==> config.mk <==
export PLATFORM = sky130hd
export DESIGN_NAME = regfile_dump
export DESIGN_NICKNAME = d
export VERILOG_FILES = /design/src/rtl/regfile_dump.sv
export SDC_FILE = /design/constraint.sdc
export NUM_CORES = 1
export LEC_CHECK = 0
export ABC_AREA = 1
export CAP_MARGIN = 10
export CELL_PAD_IN_SITES_DETAIL_PLACEMENT = 1
export CELL_PAD_IN_SITES_GLOBAL_PLACEMENT = 1
export CORE_ASPECT_RATIO = 2
export CORE_UTILIZATION = 36
export DETAILED_ROUTE_END_ITERATION = 7
export GPL_ROUTABILITY_DRIVEN = 0
export PLACE_DENSITY_LB_ADDON = 0.1
export SLEW_MARGIN = 5
export SYNTH_ARGS = -nofsm -noshare
export SYNTH_HDL_FRONTEND = slang
export SYNTH_SLANG_ARGS = --single-unit
==> constraint.sdc <==
create_clock -name clk -period 6.7 [get_ports clk]
set_input_delay 1.34 -clock clk [delete_from_list [all_inputs] [get_ports clk]]
set_output_delay 1.34 -clock clk [all_outputs]
set_load 0.01 [all_outputs]
==> src/rtl/regfile_dump.sv <==
// Register-file dump sequencer: sweeps an inclusive, wrapping address range two
// registers per fetch and streams each word with its address over valid/ready.
module regfile_dump #(
  parameter int ADDR_W = 5,
  parameter int DATA_W = 32
) (
  input  logic              clk,
  input  logic              rst,
  input  logic              start,
  input  logic [ADDR_W-1:0] first_addr,
  input  logic [ADDR_W-1:0] last_addr,
  output logic [ADDR_W-1:0] raddr1,
  output logic [ADDR_W-1:0] raddr2,
  input  logic [DATA_W-1:0] rdata1,
  input  logic [DATA_W-1:0] rdata2,
  output logic              out_valid,
  input  logic              out_ready,
  output logic [DATA_W-1:0] out_data,
  output logic [ADDR_W-1:0] out_addr,
  output logic              out_last,
  output logic              busy,
  output logic              done
);

  typedef enum logic [2:0] {
    S_IDLE,
    S_FETCH,
    S_SEND0,
    S_SEND1,
    S_DONE
  } state_t;

  state_t            state_q, state_d;
  logic [ADDR_W-1:0] ptr_q, ptr_d;
  logic [ADDR_W:0]   remaining_q, remaining_d;
  logic [DATA_W-1:0] buf0_q, buf0_d;
  logic [DATA_W-1:0] buf1_q, buf1_d;

  logic [ADDR_W-1:0] ptr_inc;
  logic [ADDR_W-1:0] span;
  logic [ADDR_W:0]   count;
  logic              last_word;

  // Subtraction wraps naturally in ADDR_W bits, so first > last sweeps through 0.
  assign span      = last_addr - first_addr;
  assign count     = (ADDR_W+1)'(span) + (ADDR_W+1)'(1);
  assign ptr_inc   = ptr_q + ADDR_W'(1);
  assign last_word = (remaining_q == (ADDR_W+1)'(1));

  assign raddr1 = ptr_q;
  assign raddr2 = ptr_inc;
  assign busy   = (state_q != S_IDLE);

  always_comb begin
    // NOTE: every signal gets a default before the case so no path can infer a latch.
    state_d     = state_q;
    ptr_d       = ptr_q;
    remaining_d = remaining_q;
    buf0_d      = buf0_q;
    buf1_d      = buf1_q;
    out_valid   = 1'b0;
    out_data    = '0;
    out_addr    = '0;
    out_last    = 1'b0;
    done        = 1'b0;

    case (state_q)
      S_IDLE: begin
        if (start) begin
          ptr_d       = first_addr;
          remaining_d = count;
          state_d     = S_FETCH;
        end
      end
      S_FETCH: begin
        buf0_d  = rdata1;
        buf1_d  = rdata2;
        state_d = S_SEND0;
      end
      S_SEND0: begin
        out_valid = 1'b1;
        out_data  = buf0_q;
        out_addr  = ptr_q;
        out_last  = last_word;
        if (out_ready) begin
          remaining_d = remaining_q - (ADDR_W+1)'(1);
          state_d     = last_word ? S_DONE : S_SEND1;
        end
      end
      S_SEND1: begin
        out_valid = 1'b1;
        out_data  = buf1_q;
        out_addr  = ptr_inc;
        out_last  = last_word;
        if (out_ready) begin
          remaining_d = remaining_q - (ADDR_W+1)'(1);
          if (last_word) begin
            state_d = S_DONE;
          end else begin
            ptr_d   = ptr_q + ADDR_W'(2);
            state_d = S_FETCH;
          end
        end
      end
      S_DONE: begin
        done    = 1'b1;
        state_d = S_IDLE;
      end
      default: state_d = S_IDLE;
    endcase
  end

  // NOTE: state flops use non-blocking assignments so all registers update together at the edge.
  always_ff @(posedge clk or posedge rst) begin
    if (rst) begin
      state_q     <= S_IDLE;
      ptr_q       <= '0;
      remaining_q <= '0;
      // NOTE: the word buffers are plain flops, so they are reset to give a defined dump state.
      buf0_q      <= '0;
      buf1_q      <= '0;
    end else begin
      state_q     <= state_d;
      ptr_q       <= ptr_d;
      remaining_q <= remaining_d;
      buf0_q      <= buf0_d;
      buf1_q      <= buf1_d;
    end
  end

endmodule
Yosys cells after proc, flatten, opt, wreduce, memory -nomap -nowiden
Cells that the tools add are included.

Register bits after elaboration: 78. Bits of input ports: 78. Logic and storage cells: 46.

Multiplexer cells: 18. Equality and inequality tests: 10. Reductions and logical operators: 8. Add/sub/neg operators: 5.

Operator list (number): 32-bit case mux with 2 select lines (1); 5-bit case mux with 2 select lines (2); 3-bit 2-to-1 mux (5); 5-bit 2-to-1 mux (3); 6-bit 2-to-1 mux (2); 3-bit case mux with 4 select lines (1); 6-bit case mux with 2 select lines (1); 2-bit != test, second input constant (4); 5-bit by 1-bit adder with 6-bit output, second input constant (1); 3-bit by 2-bit equality test with 1-bit output, second input constant (2); 6-bit by 1-bit equality test with 1-bit output, second input constant (1); 3-bit AND reduction (2); 6-bit by 1-bit subtractor with 6-bit output, second input constant (1); 5-bit by 1-bit adder with 5-bit output, second input constant (1); 5-bit by 2-bit adder with 5-bit output, second input constant (1); 5-bit subtractor (1); 4-bit AND reduction (1); 2-bit nonzero test (2); 3-bit by 1-bit equality test with 1-bit output, second input constant (1); 3-bit equality test, second input constant (1); 3-bit zero test (1); 1-bit 2-to-1 mux (3); 3-bit nonzero test (1); 2-bit by 1-bit != test with 1-bit output, second input constant (1); 2-bit OR reduction (1).

Logic depth before layout (Yosys ltp)
Word-level depth: 4. Gate-level depth with buffers: 13.

Least setup slack after synthesis
No wires, ideal clock.

Path type: input-to-reg. From: input port last_addr[0]. To: register remaining_q[4]. Slack: 3919 ps. Cell stages on the path: 12. Data required time: 6584 ps. Path buffers: 0. Setup time: 116 ps. Data arrival time: 2665 ps. Path through: inv_1 > ha_1 > inv_1 > fa_1 > ha_1 > inv_1 > nor2_1 > nand3_1 > nand2_1 > nand3_1 > nand2_1 > nand2_1.

Longest elaborated chain between the ends: 4.

Ends and longest elaborated chain: start: declaration (RTL line 11) `input logic [ADDR_W-1:0] last_addr,`; 5-bit subtractor (RTL line 45) `assign span = last_addr - first_addr;`; 5-bit by 1-bit adder with 6-bit output (RTL line 46) `assign count = (ADDR_W+1)'(span) + (ADDR_W+1)'(1);`; 6-bit 2-to-1 mux (RTL line 69) `if (start) begin`; 6-bit case mux with 2 select lines (RTL line 67) `case (state_q)`; end signal: assignment (RTL line 125) `remaining_q <= remaining_d;`; end: declaration (RTL line 35) `logic [ADDR_W:0] remaining_q, remaining_d;`.

No other way between the ends. The select of a mux whose other input is x is not followed. A chain may end at the register's enable or synchronous reset.

Worst setup path in the final report
From: register state_q[2]. To: output port out_data[7].

Longest elaborated chain between the ends: 2.

Ends and longest elaborated chain: start: declaration (RTL line 33) `state_t state_q, state_d;`; start signal: assignment (RTL line 123) `state_q <= state_d;`; 3-bit by 2-bit equality test with 1-bit output (RTL line 67); 32-bit case mux with 2 select lines * (RTL line 67); end: declaration (RTL line 18) `output logic [DATA_W-1:0] out_data,`.

Every way passes the cells marked *; elsewhere a longest branch is shown, timed or not.

==> metrics <==
result of the run finished, final reports clean; kind of critical path reg2out; most common cell after layout, fill and taps aside sky130_fd_sc_hd__nand2_1; clock edge transition at the registers on the reported setup and hold paths 0.06 ns; Post-layout nets 734; source-to-sink clock delay at the later pin of the worst-skew pair 0.32 ns; Num CTS Buffers 9; per-cell via count in the routed design 4.96; count of mapped cells out of synthesis 527; Fin Setup TNS 0 ns; hold violation total from the final report 0; Sequential Power Share 31.1%; switching part of the total power 40.7%; yosys synthesis warning count 0; sequential fraction of the synthesis area 48.2%; highest fanout seen on the critical path 35; FMAX 243 MHz; syn nets 615; final setup vio count 0; data required time of the worst path 5.36 ns; height of the die 152 µm; Maximum Capacitance Violations 0; Placed Cells incl. Taps 775; nature of the critical path endpoint primary output; number of hold buffers added after cts 0; vias in the first global route 4,340; antenna violations before repair 0; part of the total power dissipated in the clock network 18.6%; die area 11,700 µm²; depth of the CTS H-tree 3; share of flip-flops with an asynchronous set or reset 100%; Tcrit/Tclk final 61.5%; first-pass GRT wire length 20,700 µm; cell row count 54; violation count after the first detailed-route iteration 141; number of detailed-route iterations in the first pass 4; fraction of power consumed by combinational cells 50.3%; P_int 1610 µW; Placeable Area 10,900 µm²; total global routing track utilization 22.7%; count of pins on the block boundary 129; layout cells sized above 1 5.54%; power density normalized to cell area 476 nW/µm²; synthesized area per cell 7.68 µm²; leading register cell type out of synthesis sky130_fd_sc_hd__dfrtp_1; Non-Filler Instances 790; Placed Instance Area 5390 µm²; Inserted Diodes 0; register bit total from synthesis 78; headroom to the max-slew limit 26.0%; detailed-route wire length per cell 15.8 µm; library cell used as clock root buffer sky130_fd_sc_hd__clkbuf_16; antenna violation net count after detailed routing 0; sum of overflow across all layers after global routing 0; placed wire-length estimate after detailed placement 9160 µm; critical path startpoint category flop; worst setup skew after layout 0.00362 ns; count of cells resized by post-cts repair 0; Post-CTS Setup Inserts 0; commonest cells after routing, fill and taps aside 206 x sky130_fd_sc_hd__nand2_1, 128 x sky130_fd_sc_hd__clkdlybuf4s50_1, 78 x sky130_fd_sc_hd__dfrtp_1; RSZ-0062 raised after global routing no; Non-Filler Cell Area, Final 5690 µm²; post-synth cell types 34; summed instance area of the synthesized netlist 4050 µm²; Psw 1100 µW; starting density of the core 37.0%; final routed DRC violation total 0; vias post-DR 3,917; number of enable-type register cells in the synthesized netlist 0; shortest clock period the worst path allows after layout 4.12 ns; clk sinks 78; Pins Over Slew Limit 0; data arrival time at the worst-slack endpoint 2.78 ns; floorplan die width 77.0 µm; area growth from synthesis to final layout 40.7%; worst-margin pin slew 1.11 ns; IR Drop Worst-Case VDD 0.000295 V; maximum number of pins on one net before global-route repair 79; TritonCTS clock tree done; DRT Wirelength 12,500 µm; path class of the lowest-slack min-delay path reg2reg; total leakage power 0.00270 µW; Port Buffer Count 128; Clock Tree Buf Depth 2
[power groups by stage]
stage	clock network (µW)	registers, µW	logic, µW
after global routing	536	870	1530
after CTS	519	845	1390
final	505	843	1360
after detailed placement	0	848	1380
after floorplan	0	815	825
after global placement	0	838	1330
[state kept, by name (all words and copies together), names as in the netlist]
name	count
buf0_q	32
buf1_q	32
remaining_q	6
raddr1	5
state_q	3
[synthesized netlist by cell type, types with 2 or more instances]
cell / instances / area, µm²
sky130_fd_sc_hd__nor2_1: 9 / 33.8
sky130_fd_sc_hd__nand2_1: 206 / 773
sky130_fd_sc_hd__nand3_1: 17 / 85.1
sky130_fd_sc_hd__o21ai_0: 69 / 345
sky130_fd_sc_hd__nor2_4: 2 / 22.5
sky130_fd_sc_hd__ha_1: 9 / 113
sky130_fd_sc_hd__buf_2: 6 / 30.0
sky130_fd_sc_hd__a21oi_1: 7 / 35.0
sky130_fd_sc_hd__inv_4: 2 / 12.5
sky130_fd_sc_hd__inv_2: 4 / 15.0
sky130_fd_sc_hd__nand2_2: 4 / 25.0
sky130_fd_sc_hd__xor2_1: 5 / 43.8
sky130_fd_sc_hd__clkbuf_2: 2 / 10.0
sky130_fd_sc_hd__nand4_1: 3 / 18.8
sky130_fd_sc_hd__o21ai_1: 11 / 55.1
sky130_fd_sc_hd__dfrtp_1: 78 / 1950
sky130_fd_sc_hd__o22ai_1: 3 / 18.8
sky130_fd_sc_hd__buf_4: 6 / 45.0
sky130_fd_sc_hd__buf_6: 2 / 22.5
sky130_fd_sc_hd__inv_1: 60 / 225
sky130_fd_sc_hd__nand2_4: 2 / 22.5
sky130_fd_sc_hd__o211ai_1: 2 / 15.0
sky130_fd_sc_hd__a22o_1: 2 / 17.5
sky130_fd_sc_hd__clkbuf_1: 6 / 22.5
[final timing paths]
| path | start | end | slack (ns) | depth (start not counted) |
|---|---|---|---|---|
| setup / recovery | state_q[2]$_DFFE_PP0P_ | out_data[7] | 2.58 | 6 |
| hold / removal | buf1_q[2]$_DFFE_PP0N_ | buf1_q[2]$_DFFE_PP0N_ | 0.48 | 2 |
| setup reg to reg | state_q[1]$_DFFE_PP0P_ | buf0_q[23]$_DFFE_PP0N_ | 4.15 | 6 |
| hold reg to reg | buf1_q[2]$_DFFE_PP0N_ | buf1_q[2]$_DFFE_PP0N_ | 0.48 | 2 |
| max in group asynchronous | rst | buf0_q[13]$_DFFE_PP0N_ | 4.38 | 3 |
| min in group asynchronous | rst | buf1_q[5]$_DFFE_PP0N_ | 1.65 | 3 |
[layer usage]
metal | share of wire (%) | up-vias | GRT usage [%]
met4 | 2.6 | 0 | 8.97
met5 | 0 | - | 0
met1 | 36 | 1933 | 23.0
li1 | - | 1883 | -
met3 | 2.8 | 18 | 3.72
met2 | 58 | 83 | 44.3
[area by class of cell]
class                           count  area [µm²]
Timing Repair Buffer              130        1300
Fill cell                        1385        5250
Multi-Input combinational cell    361        1710
Tap cell                          140         175
Clock buffer                       10         229
Inverter                           66         254
Sequential cell                    78        1950
Clock inverter                      5        75.1
[stage by stage]
step	hold WS [ns]	utilization (%)	total power (µW)	setup WS, ns
after detailed placement	0.468	49.2	2230	2.95
after global routing	0.503	52.0	2940	2.40
after global placement	0.464	49.2	2170	2.99
final	0.482	52.0	2710	2.58
after floorplan	0.449	-	1640	3.36
after CTS	0.485	52.0	2750	2.59
[critical path, cell delays in order (launching register included)]
cell,delay (ns)
sky130_fd_sc_hd__dfrtp_1,0.42
sky130_fd_sc_hd__inv_2,0.10
sky130_fd_sc_hd__nand2_4,0.11
sky130_fd_sc_hd__nor2_2,0.18
sky130_fd_sc_hd__inv_1,0.50
sky130_fd_sc_hd__o21ai_0,0.51
sky130_fd_sc_hd__clkdlybuf4s50_1,0.62
[cell families (layout without fill, tap and decap cells)]
group	Yosys count	after routing	synth area share [%]
DFF	78	78	48.2
and+or+nand+nor	248	248	25.0
buffers and inverters	88	211	9.46
muxes	1	1	0.278
xor gates and xnor gates	5	5	1.08
adders and majority gates	10	10	3.28
AOI/OAI and AO/OA	97	97	12.6
Note: power is estimated with default switching activity, not from simulation.
